--- src/rtl/ppu_pkg.sv ---
// Shared PPU definitions: CPU register indices, palette address window and
// the VRAM access port FSM state encoding.
// Pure declarations, no logic.
package ppu_pkg;

    // CPU register index ($2000 + n)
    localparam logic [2:0] PPUCTRL   = 3'd0;
    localparam logic [2:0] PPUSTATUS = 3'd2;
    localparam logic [2:0] PPUADDR   = 3'd6;
    localparam logic [2:0] PPUDATA   = 3'd7;

    // Addresses at or above this are served by palette RAM, not the mapper
    localparam logic [13:0] PALETTE_BASE = 14'h3F00;

    typedef enum logic [1:0] {
        ST_IDLE,
        ST_WR,
        ST_RD_ADDR,
        ST_RD_LATCH
    } vram_state_t;

    function automatic logic is_palette(input logic [13:0] addr);
        return addr >= PALETTE_BASE;
    endfunction

endpackage

--- src/rtl/ppu_vram_port.sv ---
// CPU-side VRAM access port: PPUCTRL/PPUSTATUS/PPUADDR/PPUDATA decode, v/t/w, read buffer, palette bypass.
// Latency: register effects T+1; PPUDATA write strobes in T+1; PPUDATA read data T+1, buffer refill done at T+3.
// Backpressure: none on the CPU side; a cpu_cs arriving while busy is dropped without any state change.
//
// Ports:
//   clk, reset          - system clock, synchronous active-high reset
//   cpu_cs/rw/reg/din   - one-cycle CPU register strobe, direction, index, write data
//   cpu_dout, busy      - registered PPUDATA read result, access FSM not idle
//   vram_addr/we/wdata  - address, write strobe and data to the VRAM mapper
//   vram_rdata          - mapper read data, one cycle after vram_addr
//   pal_addr/we/rdata   - palette RAM address (v[4:0]), write strobe, combinational read data
module ppu_vram_port
    import ppu_pkg::*;
(
    input  logic        clk,
    input  logic        reset,
    input  logic        cpu_cs,
    input  logic        cpu_rw,
    input  logic [2:0]  cpu_reg,
    input  logic [7:0]  cpu_din,
    output logic [7:0]  cpu_dout,
    output logic        busy,
    output logic [15:0] vram_addr,
    output logic        vram_we,
    output logic [7:0]  vram_wdata,
    input  logic [7:0]  vram_rdata,
    output logic [4:0]  pal_addr,
    output logic        pal_we,
    input  logic [7:0]  pal_rdata
);

    vram_state_t state;
    logic [13:0] v;
    // Only the high half of t is ever read back: the low byte written by the
    // second PPUADDR write goes straight into v in the same cycle, so it is
    // not kept as separate state here.
    logic [13:8] t_hi;
    logic        w;
    logic        inc32;
    logic [7:0]  rbuf;

    logic [13:0] v_next;
    logic        v_pal;
    logic [13:0] fill_addr;

    assign v_next   = v + (inc32 ? 14'd32 : 14'd1);
    assign v_pal    = is_palette(v);
    assign busy     = (state != ST_IDLE);
    assign pal_addr = v[4:0];

    // A palette read refills the buffer from the nametable mirrored underneath
    // the palette window, i.e. with address bit 12 cleared.
    always_comb begin
        fill_addr = v;
        if ((state == ST_RD_ADDR || state == ST_RD_LATCH) && v_pal) begin
            fill_addr = v & ~14'h1000;
        end
        vram_addr = {2'b00, fill_addr};
    end

    always_ff @(posedge clk) begin
        if (reset) begin
            state      <= ST_IDLE;
            v          <= '0;
            t_hi       <= '0;
            w          <= 1'b0;
            inc32      <= 1'b0;
            rbuf       <= '0;
            cpu_dout   <= '0;
            vram_wdata <= '0;
            vram_we    <= 1'b0;
            pal_we     <= 1'b0;
        end else begin
            case (state)
                ST_IDLE: begin
                    if (cpu_cs) begin
                        case (cpu_reg)
                            PPUCTRL: begin
                                if (!cpu_rw) inc32 <= cpu_din[2];
                            end
                            PPUSTATUS: begin
                                if (cpu_rw) w <= 1'b0;
                            end
                            PPUADDR: begin
                                if (!cpu_rw) begin
                                    if (!w) begin
                                        t_hi <= cpu_din[5:0];
                                        w    <= 1'b1;
                                    end else begin
                                        v <= {t_hi, cpu_din};
                                        w <= 1'b0;
                                    end
                                end
                            end
                            PPUDATA: begin
                                if (!cpu_rw) begin
                                    vram_wdata <= cpu_din;
                                    if (v_pal) pal_we  <= 1'b1;
                                    else       vram_we <= 1'b1;
                                    state <= ST_WR;
                                end else begin
                                    // Palette reads bypass the buffer; others return the stale buffer
                                    cpu_dout <= v_pal ? pal_rdata : rbuf;
                                    state    <= ST_RD_ADDR;
                                end
                            end
                            default: ;
                        endcase
                    end
                end
                ST_WR: begin
                    vram_we <= 1'b0;
                    pal_we  <= 1'b0;
                    v       <= v_next;
                    state   <= ST_IDLE;
                end
                ST_RD_ADDR: begin
                    state <= ST_RD_LATCH;
                end
                ST_RD_LATCH: begin
                    rbuf  <= vram_rdata;
                    v     <= v_next;
                    state <= ST_IDLE;
                end
                default: state <= ST_IDLE;
            endcase
        end
    end

endmodule

--- config.mk ---
export PLATFORM = sky130hd
export DESIGN_NAME = ppu_vram_port
export DESIGN_NICKNAME = d
export VERILOG_FILES = /design/src/rtl/ppu_pkg.sv /design/src/rtl/ppu_vram_port.sv
export SDC_FILE = /design/constraint.sdc
export NUM_CORES = 1
export LEC_CHECK = 0
export CAP_MARGIN = 20
export CORE_ASPECT_RATIO = 0.9
export CORE_MARGIN = 2
export CORE_UTILIZATION = 63
export DETAILED_ROUTE_END_ITERATION = 6
export DONT_BUFFER_PORTS = 1
export GPL_ROUTABILITY_DRIVEN = 0
export PLACE_DENSITY_LB_ADDON = 0.3
export SLEW_MARGIN = 20
export SYNTH_ARGS = -nofsm -noshare
export SYNTH_HDL_FRONTEND = slang
export SYNTH_SLANG_ARGS = --single-unit
--- constraint.sdc ---
create_clock -name clk -period 2.2 [get_ports clk]
set_clock_uncertainty 0.05 [all_clocks]
set_input_delay 0.44 -clock clk [delete_from_list [all_inputs] [get_ports clk]]
set_output_delay 0.44 -clock clk [all_outputs]
set_load 0.02 [all_outputs]
==> results <==
[repair_timing]
| action | in CTS | in global routing |
|---|---|---|
| gates resized for setup | 0 | 1 |
| endpoints found under the setup margin | 0 | 1 |
| buffers inserted | 0 | 0 |
[layer usage]
metal | vias up | GRT usage [%]
li1 | 1084 | -
met1 | 996 | 37.9
met2 | 85 | 35.8
met3 | 4 | 8.08
met4 | 0 | 6.02
met5 | - | 0
[layout by cell type (no fill, tap or decap), types with 7 or more instances in the layout]
cell      instances
a211oi_1          7
a21oi_1          16
a311oi_1          9
and3_1            9
buf_4            16
dfxtp_1          49
mux2i_1          20
nand2_1          36
nand3_1          23
nor2_1           33
[report_power, final]
group	switching [mW]	leakage (nW)	internal, mW
combinational	0.0535	0.541	0.0376
sequential	0.0221	0.404	0.918
clock	0.305	0.0514	0.339
total	0.381	0.997	1.30
[sequential cells by signal (all words and copies together), names as in the netlist]
name	count
vram_we	1
rbuf	8
cpu_dout	8
vram_wdata	8
t_hi	6
state	2
w	1
inc32	1
v	14
pal_we	1
[area by class of cell]
type / instances / area [um2]
clock buffer: 6 / 72.6
clock inverter: 2 / 37.5
fill: 338 / 1350
inverter: 3 / 11.3
multi-input combinational: 225 / 1450
sequential: 50 / 1000
tap: 48 / 60.1
timing repair buffer: 16 / 120
[final timing paths]
path         startpoint       endpoint  slack [ns]
min reg2reg     rbuf[1]        rbuf[1]        0.40
max                v[9]  vram_addr[12]        0.17
max reg2reg    state[1]       t_hi[13]        0.32
min               reset    cpu_dout[4]        0.14
[critical path, cell delays in order, from the launching register on]
cell	delay, ns
dfxtp_2	0.37
and3_1	0.24
and4_1	0.23
a21boi_0	0.21
buf_4	0.18
[cells by family (layout without fill, tap and decap cells)]
kind of cell / after synthesis / after routing / synth area share [%]
and+or+nand+nor: 134 / 134 / 26.0
AOI/OAI and AO/OA: 56 / 56 / 15.0
DFF: 50 / 50 / 37.0
buffers and inverters: 41 / 27 / 9.49
muxes: 23 / 23 / 8.66
xor gates and xnor gates: 7 / 7 / 2.27
adders and majority gates: 3 / 3 / 1.39
other: 1 / 2 / 0.139
==> impl_results.md <==
* Die height at 66.1 um
* Number of max-cap violations at 0
* Finished Layout Cells at between 300 and 400
* Share of cells above drive strength 1 at a little under an eighth
* Global-route wire length before repair at 9650 um
* Clock input transition at the sequential cells of the worst setup and hold paths at approximately 0.090 ns
* Nature of the critical path startpoint: flop
* Pwr/cell area at ~610 nW/um2
* Tcrit/Tclk final at 92.1%
* Status: finished, final reports clean
* Dpl ws at about 0.34 ns
* Avg Vias per Cell at ~6.2
* Clock Sinks at 50
* Met2 wire length at ~2700 um
* Final slew viol count at 0
* Largest net degree at the start of global routing at 53
* Ant diodes at 0
* Finished Core Util at roughly two thirds
* Post-route cell area at roughly 2800 um2
* Met3 WL post-DR at between 400 and 500 um
* Htree depth at 2
* I/O Pins at 71
* WHS Path Cells at 1
* Top routing layer used: met4
* Area Growth Syn to Fin at 1.85%
* DRT Pass-1 Iters at 4
* Critical Path RT at roughly 1.7 ns
* CTS tree: yes
* Mapped Area at around 2700 um2
* WS Path Type: flop to output port
* Routed wire length per instance at between 15 and 20 um
* # nets final at about 340
* Clk root buf: clkbuf_8
* Setup TNS at 0 ns
* Setup crit end kind: output port
* CTS buffer count at 5
* Relative slew slack at between 50% and 60%
* Hold Buf Count CTS at 0
* Final WS setup at 0.173 ns
* Clock latency on the worst-skew pair at around 0.30 ns
* Commonest cells in the netlist: 50 x dfxtp_1, 36 x nand2_1, 33 x nor2_1
* Leakage at 0.997 nW
* Vias in the first global route at about 2000
* Fin Hold WS at between 0.1 and 0.15 ns
* Final Power at between 1.5 and 2 mW
* WL met1 at 2710 um
* DRT iter0 DRCs at roughly 190
* Synth top area share at 37.0%
* Maximum clock rate at slightly below 0.5 GHz
* Vias after detailed routing at 2169
* Syn Inst Count at 315
* Worst IR drop on VDD at just over 0.5 mV
* Drc violations at 0
* Most common cell in the netlist: dfxtp_1
* Cell taking the most area after synthesis: dfxtp_1
* Die Footprint at about 4800 um2
* Hold crit path type: input port to flop
* Max Root-Sink Buffers at 2
* Top FF cell, synth: dfxtp_1
* Min Tclk post-route at slightly above 2 ns
* Initial core utilization at approximately 66%
* Final hold vios at 0
* Crit path DAT at between 1.5 and 2 ns
* RSZ-0062 raised after global routing: no
* Total GRT Usage at roughly 26%
* Number of I/O port buffers at 0
* FP Rows at 22
* YS warnings at 0
* Die width at around 73 um
* GRT overflow at 0
* Worst-case reg-to-reg path depth at 4
* Worst Path Max Fanout at 8
* Ys async rst share at 0%
* CORE AREA at approximately 4000 um2
* Area post-placement at around 2600 um2
* Post-route ant nets at 0
* Drt total wl at a little under 6000 um
* Least-Margin Pin Slew at ~0.65 ns
* EDFF count, synth at 0
* Mean Syn Cell Area at 8.58 um2
* Synth Register Bits at 50
* Finish-stage setup viols at 0
* Cell variety after synth at between 50 and 60
* Initial antenna violation count at 0
* Dpl hpwl at 4210 um
* Post-synthesis sequential area ratio at a little under two fifths
* Synth top area cells: dfxtp_1 37%, mux2i_1 7.4%, buf_4 5.6%
* Dpl cells at 342
Note: power is estimated with default switching activity, not from simulation.
